### src/rtl/hazard_scoreboard.sv
// ============================================================================
// Module   : hazard_scoreboard
// Purpose  : ID-side hazard/forwarding unit with in-flight writer table and
//            LL/SC link flag (link logic enabled by macro HAZARD_LLSC_EN).
// Revision : 1.0 - initial release
// ============================================================================
`default_nettype none

module hazard_scoreboard #(
  parameter int XLEN      = 32,
  parameter int FWD_DEPTH = 2,
  parameter int LOAD_LAT  = 1
) (
  input  logic                      clk,
  input  logic                      rst_n,
  input  logic                      hold,
  input  logic                      id_valid,
  input  logic                      id_kill,
  input  logic [4:0]                id_rs_addr,
  input  logic [4:0]                id_rt_addr,
  input  logic                      id_reads_rs,
  input  logic                      id_reads_rt,
  input  logic                      id_we,
  input  logic [4:0]                id_wr_addr,
  input  logic                      id_is_load,
  input  logic                      id_is_ll,
  input  logic                      id_is_store,
  input  logic                      id_is_sc,
  input  logic [XLEN-1:0]           rs_rf_data,
  input  logic [XLEN-1:0]           rt_rf_data,
  input  logic [FWD_DEPTH*XLEN-1:0] stg_data,
  output logic [XLEN-1:0]           rs_data,
  output logic [XLEN-1:0]           rt_data,
  output logic                      stall,
  output logic                      atomic_id,
  output logic                      mem_sc_mask_id
);

  logic [FWD_DEPTH-1:0]      r_v;
  logic [FWD_DEPTH-1:0]      r_ld;
  logic [FWD_DEPTH-1:0][4:0] r_addr;

  logic            w_rs_hit, w_rs_rdy, w_rt_hit, w_rt_rdy;
  logic [XLEN-1:0] w_rs_fwd, w_rt_fwd;
  logic            w_rs_nrdy, w_rt_nrdy;

  // Walk oldest to youngest so the lowest matching stage has the final say.
  always_comb begin
    w_rs_hit = 1'b0;
    w_rs_rdy = 1'b0;
    w_rs_fwd = '0;
    w_rt_hit = 1'b0;
    w_rt_rdy = 1'b0;
    w_rt_fwd = '0;
    for (int k = FWD_DEPTH - 1; k >= 0; k--) begin
      if (r_v[k] && (r_addr[k] == id_rs_addr) && (id_rs_addr != 5'd0)) begin
        w_rs_hit = 1'b1;
        w_rs_rdy = !r_ld[k] || (k >= LOAD_LAT);
        w_rs_fwd = stg_data[k*XLEN +: XLEN];
      end
      if (r_v[k] && (r_addr[k] == id_rt_addr) && (id_rt_addr != 5'd0)) begin
        w_rt_hit = 1'b1;
        w_rt_rdy = !r_ld[k] || (k >= LOAD_LAT);
        w_rt_fwd = stg_data[k*XLEN +: XLEN];
      end
    end
  end

  assign w_rs_nrdy = w_rs_hit & ~w_rs_rdy;
  assign w_rt_nrdy = w_rt_hit & ~w_rt_rdy;

  assign rs_data = (w_rs_hit && w_rs_rdy) ? w_rs_fwd : rs_rf_data;
  assign rt_data = (w_rt_hit && w_rt_rdy) ? w_rt_fwd : rt_rf_data;

  assign stall = id_valid & ~id_kill &
                 ((id_reads_rs & w_rs_nrdy) | (id_reads_rt & w_rt_nrdy));

  always_ff @(posedge clk or negedge rst_n) begin
    if (!rst_n) begin
      r_v    <= '0;
      r_ld   <= '0;
      r_addr <= '0;
    end else if (!hold) begin
      for (int k = 1; k < FWD_DEPTH; k++) begin
        r_v[k]    <= r_v[k-1];
        r_ld[k]   <= r_ld[k-1];
        r_addr[k] <= r_addr[k-1];
      end
      // A stalled instruction enters as a bubble so it can never match itself.
      r_v[0]    <= id_valid & id_we & ~id_kill & ~stall;
      r_ld[0]   <= id_is_load | id_is_ll;
      r_addr[0] <= id_wr_addr;
    end
  end

`ifdef HAZARD_LLSC_EN
  logic w_accept;
  logic r_link;

  assign w_accept = id_valid & ~id_kill & ~stall;

  always_ff @(posedge clk or negedge rst_n) begin
    if (!rst_n) begin
      r_link <= 1'b0;
    end else if (!hold && w_accept) begin
      if (id_is_store || id_is_sc) begin
        r_link <= 1'b0;
      end else if (id_is_ll) begin
        r_link <= 1'b1;
      end
    end
  end

  assign atomic_id      = r_link;
  assign mem_sc_mask_id = id_is_sc & ~r_link;
`else
  logic w_unused_store;
  assign w_unused_store = id_is_store;
  assign atomic_id      = 1'b0;
  assign mem_sc_mask_id = id_is_sc;
`endif

endmodule

`default_nettype wire
### config.mk
export PLATFORM = sky130hd
export DESIGN_NAME = hazard_scoreboard
export DESIGN_NICKNAME = d
export VERILOG_FILES = /design/src/rtl/hazard_scoreboard.sv
export SDC_FILE = /design/constraint.sdc
export NUM_CORES = 1
export LEC_CHECK = 0
export CELL_PAD_IN_SITES_DETAIL_PLACEMENT = 1
export CELL_PAD_IN_SITES_GLOBAL_PLACEMENT = 1
export CORE_ASPECT_RATIO = 0.75
export CORE_MARGIN = 10
export CORE_UTILIZATION = 18
export DETAILED_ROUTE_END_ITERATION = 7
export HOLD_SLACK_MARGIN = 0.03
export PLACE_DENSITY = 0.95
export SETUP_SLACK_MARGIN = 0.4
export SLEW_MARGIN = 15
export SYNTH_ARGS = -nofsm -noshare
export SYNTH_HDL_FRONTEND = slang
export SYNTH_SLANG_ARGS = --single-unit
### constraint.sdc
create_clock -name clk -period 2.75 [get_ports clk]
set_clock_uncertainty 0.2 [all_clocks]
set_input_delay 0.4125 -clock clk [delete_from_list [all_inputs] [get_ports clk]]
set_output_delay 0.4125 -clock clk [all_outputs]
set_load 0.01 [all_outputs]
==> flow_summary.ini <==
[run_status]
status = finished, violations left
violations = setup timing

[global_routing]
overflow = 0
grt_pass1_vias = 4172
grt_usage_pct = 20.31
grt_max_degree = 33
antenna_found_initial = 1
grt_pass1_wl_microns = 25870

[cts]
clockRootBuffer = clkbuf_16
clockBufferDepth = 2
worstSkewPairLatency_ps = 240
clock_sinks = 13
tritoncts = yes
cts_buffers = 3
path_clk_slew_ps = 40
cts_htree_levels = 1

[worst_setup_path]
worstSetupPathType = reg -> out
crit_path_frequent_cell = buf_6
slowest_stage = or4_4
path_max_fanout = 8
cp.arrival_ps = 2370
cp.required_ps = 2140
critPathCaptureType = output pin
crit_path_start_kind = register
crit_chain = buf_6 -> xnor2_2 -> nand4_1 -> or4_4 -> and2_4 -> buf_6 -> buf_16 -> a21oi_4 -> buf_6
slowest_delay_ps = 480

[synthesis]
synth_seq_area_share_pct = 15.67
synth_top_area_cell = o22ai_1
synth_seq_cells = 13
synth_area_leaders = o22ai_1 (19%), dfrtp_1 (16%), a21oi_2 (13%)
synth.top_cell.area_share_pct = 19.29
synth_cell_types = 30
yosysWarnings = 0
syn-cell-area_sq_um = 2076
syn_inst = 295
syn-num-nets = 450
postSynthAreaPerCell_sq_um = 7.036

[die]
io_pins = 222
std_cell_rows = 33
start_util_pct = 18.69
core_sq_um = 11110
die_h_microns = 113
die_w_microns = 144
die_area_sq_um = 16270

[timing]
fmax_ghz = 0.3355
hold_viol = 0
tightest_slew_ps = 584.4
drv_slew = 0
period_needed_ps = 2980
hold_ws_ps = 339.9
max_slew_margin_pct = 60.92
rsz0062_at_grt = true
setup_slack_ps = -230.5
fin_crit_sh_pct = 108.4
setup_violations = 65

[pwr]
combPwrFrac_pct = 60.6
switchingPower_uw = 440.8
cellPowerDensity_nw_per_um2 = 199.8
p_leak_nw = 2.686
internal_power_uw = 881.2
p_sw_share_pct = 33.34
vdd_drop_max_mv = 0.2844
clkPwrFrac_pct = 20.8
seqPwrFrac_pct = 18.6

[place]
dpl.cell_count = 665
hpwlAfterDp_microns = 12020
routabilityCongestion = 0.8664
io_buffers = 217

[job]
cap_violations = 0

[detailed_routing]
num_vias = 3563
ant_nets = 0
wl_per_cell_microns = 26.28
wl_microns = 18900
drc = 0
drt_pass1_iterations = 4
viasPerCell = 4.955
drt_iter0_drc = 64

[worst_hold_path]
hold_path.class = in -> async

[cells_and_area]
area_growth_pct = 218.8
fin_cells = 719
drive_above_1_share_pct = 53.63
nets = 734
## cell type report
type / count / area (sq um)
inverter: 65 / 244.0
clock buffer: 4 / 78.83
sequential: 13 / 329.1
multi-input combinational: 191 / 2456
tap: 140 / 175.2
fill: 1153 / 4489
timing repair buffer: 305 / 3332
antenna: 1 / 2.502
## logic make-up (layout without fill, tap and decap cells)
family,Yosys count,after routing,share of synthesized area [%]
AOI/OAI and AO/OA,135,135,43.10
buffers and inverters,91,374,19.65
and+or+nand+nor,24,24,6.992
xor gates and xnor gates,20,20,8.439
DFF,13,13,15.67
muxes,11,11,5.968
other,1,2,0.1807
## routing by layer
layer	GRT usage [%]	vias up	part of all wire [%]
met5	0	-	0
met3	6.686	27	8.7
met4	4.888	0	2.7
met1	21.27	1750	37
li1	-	1621	-
met2	38.10	165	52
## final timing paths
path,start,endpoint,slack [ps],depth (start not counted)
worst max-delay path,r_addr[4]$_DFFE_PN0N_,rt_data[17],-230,9
worst min-delay path,rst_n,r_ld[0]$_DFFE_PN0N_,340,1
worst min register to register,r_v[1]$_DFFE_PN0N_,r_v[1]$_DFFE_PN0N_,340,1
max in group asynchronous,rst_n,r_addr[3]$_DFFE_PN0N_,1590,1
min in group clk,r_v[1]$_DFFE_PN0N_,r_v[1]$_DFFE_PN0N_,340,1
worst max register to register,r_addr[4]$_DFFE_PN0N_,r_v[0]$_DFFE_PN0N_,830,8
## worst max-delay path: cells and delay by family (launching register included)
kind                      cells  cell delay, ps
and+or+nand+nor               3             870
buffers and inverters         4             550
DFF                           1             410
AOI/OAI and AO/OA             1             180
xor gates and xnor gates      1             120
## state kept, by name (all words and copies together) (netlist names)
name    flops
r_ld        1
r_addr     10
r_v         2
## through the flow
step / total power [mW] / worst slack [ps] / area (sq um) / TNS, ps / utilization (%)
after CTS: 1.259 / -192.3 / 6063 / -6585 / 54.59
final: 1.322 / -230.5 / 6618 / -9989 / 59.58
after global placement: 0.8711 / -828.2 / 4921 / -49700 / 44.31
after floorplan: 0.4568 / 286.7 / 2355 / 0 / -
after global routing: 1.389 / -341.4 / 6618 / -15350 / 59.58
after detailed placement: 0.8979 / -892.0 / 4921 / -53530 / 44.31
## Yosys cell counts
cell type  instances
mux2_2            11
or4_1              1
a21oi_2           30
o22ai_1           64
nor2_1             2
inv_1             65
and2_1             5
or4bb_1            1
o2111ai_2          1
o2111ai_1          1
nand4_1            2
or3_1              1
or4_4              1
buf_6              5
a221o_1            1
a21oi_1           35
buf_2              8
clkbuf_1           8
nor4_1             2
buf_4              5
xnor2_1           12
xor2_1             8
nand2_1            4
a22oi_1            1
dfrtp_1           13
conb_1             1
nor3_1             3
nor4b_1            1
or2_2              1
o211ai_1           2
## power by group through the flow
stage          registers (mW)  clock network [mW]  logic (mW)
2_1_floorplan           0.238                   0       0.219
3_3_place_gp            0.246                   0       0.625
3_5_place_dp            0.249                   0       0.649
4_1_cts                 0.246               0.284       0.729
5_1_grt                 0.249               0.294       0.846
6_report                0.246               0.275       0.802
## placed cells by master, fill, tap and decap left out, types with 3 or more instances in the layout
master           netlist  layout
clkdlybuf4s50_1        0     142
inv_1                 65      65
buf_6                  5      59
o22ai_4                0      39
a21oi_4                0      35
buf_4                  5      33
buf_2                  8      30
a21oi_2               30      29
buf_12                 0      21
o22ai_2                0      13
o22ai_1               64      12
mux2_2                11      11
buf_16                 0      10
dfrtp_1               13      10
xor2_1                 8       8
xnor2_2                0       6
xnor2_1               12       6
clkbuf_16              0       6
nand2_1                4       4
and2_1                 5       3
nor3_1                 3       3
clkdlybuf4s15_2        0       3
dfrtp_2                0       3
## timing repair
item / in CTS / in global routing
pin swaps: 62 / 22
gates cloned: 8 / 4
endpoints found under the hold margin: 0 / 0
resized for setup: 474 / 58
endpoints found under the setup margin: 65 / 65
hold buffers: 0 / 0
setup buffers: 25 / 12
(Power assumes the default switching activity.)
